[src/rtl/serdes_pkg.sv]
// serdes_pkg: FSM states, preamble constants and default link parameters shared by the serializer and deserializer
package serdes_pkg;
  typedef enum logic [2:0] {IDLE, PRE, DATA, PAR, GAP} state_t;
  localparam int PREAMBLE_BITS = 2;
  localparam logic [1:0] PREAMBLE_VAL = 2'b11;
  localparam int DATA_W_DEF = 32;
  localparam int DIV_DEF = 8;
endpackage

[src/rtl/bit_tick_gen.sv]
// bit_tick_gen: divide-by-DIV counter with sync clear, one-cycle tick on the last cycle of each bit
module bit_tick_gen
  import serdes_pkg::*;
#(
  parameter int DIV = DIV_DEF
) (
  input  logic clk,
  input  logic rst,
  input  logic clr,
  output logic tick
);
  localparam int CW = DIV > 1 ? $clog2(DIV) : 1;
  logic [CW-1:0] cnt;
  assign tick = cnt == CW'(DIV - 1);
  // count cycles within a bit, wrapping at the boundary; clear realigns bits to a new frame
  always_ff @(posedge clk)
    cnt <= (rst || clr || tick) ? '0 : cnt + 1'b1;
endmodule

[src/rtl/serializer.sv]
// serializer: framed parallel-to-serial transmitter (preamble 11, data MSB-first, idle gap); SERIALIZER_PARITY_EN adds an even-parity bit after the data
module serializer
  import serdes_pkg::*;
#(
  parameter int DATA_W    = DATA_W_DEF,
  parameter int DIV       = DIV_DEF,
  parameter int IDLE_BITS = 2
) (
  input  logic              clk,
  input  logic              rst,
  input  logic [DATA_W-1:0] in_data,
  input  logic              in_valid,
  output logic              in_ready,
  output logic              tx_out,
  output logic              busy,
  output logic              frame_done
);
  localparam int BW = $clog2(DATA_W + IDLE_BITS + PREAMBLE_BITS);
  state_t            state;
  logic [DATA_W-1:0] shreg;
  logic [BW-1:0]     bit_cnt;
  logic              tick;
  logic              accept;
  logic              last_bit;
`ifdef SERIALIZER_PARITY_EN
  logic              par;
`endif
  assign accept     = in_valid && in_ready;
  assign last_bit   = bit_cnt == BW'(state == PRE ? PREAMBLE_BITS - 1 : state == DATA ? DATA_W - 1 : IDLE_BITS - 1);
  assign frame_done = state == GAP && tick && last_bit;
  bit_tick_gen #(.DIV(DIV)) u_tick (
    .clk  (clk),
    .rst  (rst),
    .clr  (accept),
    .tick (tick)
  );
  // frame FSM; tx_out is loaded with the next bit's level at each bit boundary so it stays registered
  always_ff @(posedge clk)
    if (rst) begin
      state    <= IDLE;
      shreg    <= '0;
      bit_cnt  <= '0;
      tx_out   <= 1'b0;
      busy     <= 1'b0;
      in_ready <= 1'b1;
`ifdef SERIALIZER_PARITY_EN
      par      <= 1'b0;
`endif
    end else
      case (state)
        IDLE: if (accept) begin
          state    <= PRE;
          shreg    <= in_data;
          bit_cnt  <= '0;
          tx_out   <= PREAMBLE_VAL[1];
          busy     <= 1'b1;
          in_ready <= 1'b0;
`ifdef SERIALIZER_PARITY_EN
          par      <= ^in_data;
`endif
        end
        PRE: if (tick) begin
          state   <= last_bit ? DATA : PRE;
          bit_cnt <= last_bit ? '0 : bit_cnt + 1'b1;
          tx_out  <= last_bit ? shreg[DATA_W-1] : PREAMBLE_VAL[0];
        end
        DATA: if (tick) begin
          if (last_bit) begin
            bit_cnt <= '0;
`ifdef SERIALIZER_PARITY_EN
            state   <= PAR;
            tx_out  <= par;
`else
            state   <= GAP;
            tx_out  <= 1'b0;
`endif
          end else begin
            shreg   <= {shreg[DATA_W-2:0], 1'b0};
            bit_cnt <= bit_cnt + 1'b1;
            tx_out  <= shreg[DATA_W-2];
          end
        end
`ifdef SERIALIZER_PARITY_EN
        PAR: if (tick) begin
          state  <= GAP;
          tx_out <= 1'b0;
        end
`endif
        GAP: if (tick) begin
          state    <= last_bit ? IDLE : GAP;
          bit_cnt  <= last_bit ? '0 : bit_cnt + 1'b1;
          busy     <= !last_bit;
          in_ready <= last_bit;
        end
        default: begin
          state    <= IDLE;
          tx_out   <= 1'b0;
          busy     <= 1'b0;
          in_ready <= 1'b1;
        end
      endcase
endmodule
[config.mk]
export PLATFORM = sky130hd
export DESIGN_NAME = serializer
export DESIGN_NICKNAME = d
export VERILOG_FILES = /design/src/rtl/serdes_pkg.sv /design/src/rtl/bit_tick_gen.sv /design/src/rtl/serializer.sv
export SDC_FILE = /design/constraint.sdc
export NUM_CORES = 1
export LEC_CHECK = 0
export ABC_AREA = 1
export CAP_MARGIN = 20
export CORE_ASPECT_RATIO = 1.25
export CORE_MARGIN = 4
export CORE_UTILIZATION = 59
export DETAILED_ROUTE_END_ITERATION = 8
export GPL_ROUTABILITY_DRIVEN = 0
export HOLD_SLACK_MARGIN = 0.05
export MAX_ROUTING_LAYER = met4
export PLACE_DENSITY_LB_ADDON = 0.3
export RECOVER_POWER = 25
export SETUP_SLACK_MARGIN = 0.4
export SLEW_MARGIN = 20
export SYNTH_ARGS = -nofsm -noshare
export SYNTH_HDL_FRONTEND = slang
export SYNTH_HIERARCHICAL = 1
export SYNTH_SLANG_ARGS = --single-unit
[constraint.sdc]
create_clock -name clk -period 4.4 [get_ports clk]
set_input_delay 0.88 -clock clk [delete_from_list [all_inputs] [get_ports clk]]
set_output_delay 0.88 -clock clk [all_outputs]
set_load 0.02 [all_outputs]
==> impl_results.md <==
- Final Power: between 1.5 and 2 mW
- RSZ-0062 raised after global routing: false
- Chip Height: roughly 86 um
- Initial DRC Count: around 170
- Setup CP Type: register to output pin
- Hold_buf cts: 0
- XOR/XNOR Fraction of Synth Area: less than 1%
- Max Slew Vio Count: 0
- Critical Path Sink Type: output pin
- Synth top area cells: dfxtp_1, nand2_1, inv_1, a21oi_2, nand3_1
- Vias: approximately 2500
- Post-synth top cells: nand2_1, inv_1, dfxtp_1
- Max Cap Violations: 0
- Die Wd: ~70 um
- Post-synth top area cell: dfxtp_1
- Crit Path Max Fanout: 20
- Remaining global-route overflow: 0
- Post-Syn Instances: 421
- First-pass GRT wire length: just under 10000 um
- Final Non-Filler Cells: roughly 510
- Area fraction of the dominant cell type after synthesis: 33.2%
- Worst slew margin: under 10%
- Data required time of the worst path: between 3 and 4 ns
- Clk buf depth: 2
- Vias in the first global route: 2353
- Core area: between 4000 and 5000 um2
- Worst hold margin: around 0.42 ns
- Largest net degree at the start of global routing: 49
- Min Tclk post-route: around 3 ns
- Fill count: 395
- Syn nets: about 460
- Pre-antenna DRT Iters: 4
- Register area: roughly 940 um2
- Cell row count: 27
- Clk sink count: 47
- R2r setup slk: approximately 2.0 ns
- Largest family of logic cells by synthesized area: simple AND/OR/NAND/NOR gates
- Final antenna-violating net count: 0
- Power Dens Cells: around 590 nW/um2
- DR vias/cell: between 4 and 5
- Area fraction in compound gates after synthesis: a little under a fifth
- Avg Cell Area, Syn: a little under 7 um2
- Final setup vio count: 0
- Seq cells post-synth: 47
- Avg WL per Cell: 11.0 um
- Post-synthesis cell type count: 28
- Final TNS setup: 0 ns
- Tcrit/Tclk final: 69.3%
- I/O Buffers: 38
- Initial Util: approximately 63%
- Register area share after synthesis: ~33%
- Run status: finished clean
- Total wire length: ~5600 um
- Reg clk slew, reported paths: ~0.08 ns
- Area of the multi-input gates: ~1400 um2
- DPL Wire Length: slightly below 4000 um
- Critical Path Start Type: register
- Root Buffer: clkbuf_8
- Max VDD drop: around 0.57 mV
- DRC: 0
- Worst-skew pair later-pin latency: around 0.30 ns
- Antenna violations before repair: 0
- Post-Place Setup Slack: ~1.2 ns
- TritonCTS clock tree: done
- Pleak: 1.53 nW
- HP Class: register to register
- Netlist Area Pre-Place: roughly 2800 um2
- CP arrival: 2.17 ns
- EDFF count, synth: 0
- Post-CTS Setup Inserts: 0
- Slew at the pin with the worst max-slew slack: between 1 and 1.5 ns
- Adder-cell share of the synthesized area: under 10%
- Proportion of synthesized area in mux cells: 0%
- Most frequently used flop master after synthesis: dfxtp_1
- Most frequent cell after synthesis: nand2_1
- Final Hold Vio Count: 0
- Num CTS Buffers: 5
- Fin worst setup slack: 1.35 ns
- Post-layout nets: 487
- CTS H-tree depth: 2
- Peak Freq: 0.328 GHz
- Post-CTS Resized: 0
- Simple-gate share of the synthesized area: about 30%
- Post-synth ARST share: 0%
- Synth Warn #: 6
- Ant. Diodes: 0
- DIE AREA: about 6000 um2
- Max Clock Skew: slightly above 0.007 ns
- I/O Pins: 39
- P&R area growth vs syn: 13.0%
- Layout cells sized above 1: between 10% and 20%
- Placed cells: 500
- GRT Total Usage: 19.9%
==> registers in the layout, indices dropped and copies added, names as in the netlist <==
name        cells
bit_cnt         6
u_tick/cnt      3
state           3
busy            1
tx_out          1
shreg          32
in_ready        1
==> final timing paths <==
check	from	endpoint	depth (start not counted)
worst max register to register	state[2]$_SDFFE_PP0P_	shreg[4]$_SDFFE_PP0P_	7
worst min register to register	u_tick/cnt[0]$_SDFF_PP0_	u_tick/cnt[0]$_SDFF_PP0_	1
worst min-delay path	u_tick/cnt[0]$_SDFF_PP0_	u_tick/cnt[0]$_SDFF_PP0_	1
worst max-delay path	state[2]$_SDFFE_PP0P_	frame_done	6
==> worst max-delay path, stage by stage (launching register included) <==
cell and delay [ns]:
dfxtp_1 0.37, inv_2 0.12, nand3_4 0.23, nand2_1 0.17
nand3_2 0.15, nor3_1 0.18, clkdlybuf4s50_1 0.63
==> final cells by class <==
class	instances	share of cell area, %
Clock buffer	7	2.38
Inverter	87	10.2
Clock inverter	1	0.156
Multi-Input combinational cell	267	43.2
Tap cell	58	2.26
Sequential cell	47	29.4
Timing Repair Buffer	41	12.5
==> power breakdown <==
group	total (mW)	internal (mW)	switching (mW)
Combinational	0.970	0.318	0.652
Sequential	0.659	0.599	0.0599
Clock	0.251	0.112	0.140
Total	1.88	1.03	0.852
==> placed cells by master, fill, tap and decap left out, types with 2 or more instances in the layout <==
master and count:
nor2_1 23, dlygate4sd3_1 2, clkdlybuf4s50_1 36, clkbuf_8 5
dfxtp_1 47, a21oi_1 12, clkbuf_1 3, a21oi_2 30
inv_1 81, nand4_1 7, ha_1 3, inv_2 5
nand3_4 2, o21ai_1 29, nand3_1 34, o21ai_0 5
nand2_2 4, nor2_2 2, buf_4 2, nand2_1 109
==> stage by stage <==
stage	cell area (um2)	util, %
2_1_floorplan	2840	-
3_3_place_gp	3140	69.5
3_5_place_dp	3140	69.5
4_1_cts	3230	71.3
5_1_grt	3200	70.8
6_report	3200	70.8
==> metal layers <==
metal  GRT usage [%]  vias to the layer above  wire length [um]
li1                -                     1358                 -
met1            23.8                     1126              2480
met2            33.9                       50              2770
met3            4.10                        5               257
met4            5.57                        0                63
met5               -                        -                 0
==> kinds of logic after synthesis <==
| family | Yosys count |
|---|---|
| and+or+nand+nor | 185 |
| buffers and inverters | 107 |
| AOI/OAI and AO/OA | 78 |
| adders and majority gates | 3 |
| DFF | 47 |
| xor gates and xnor gates | 1 |
(Power assumes the default switching activity.)
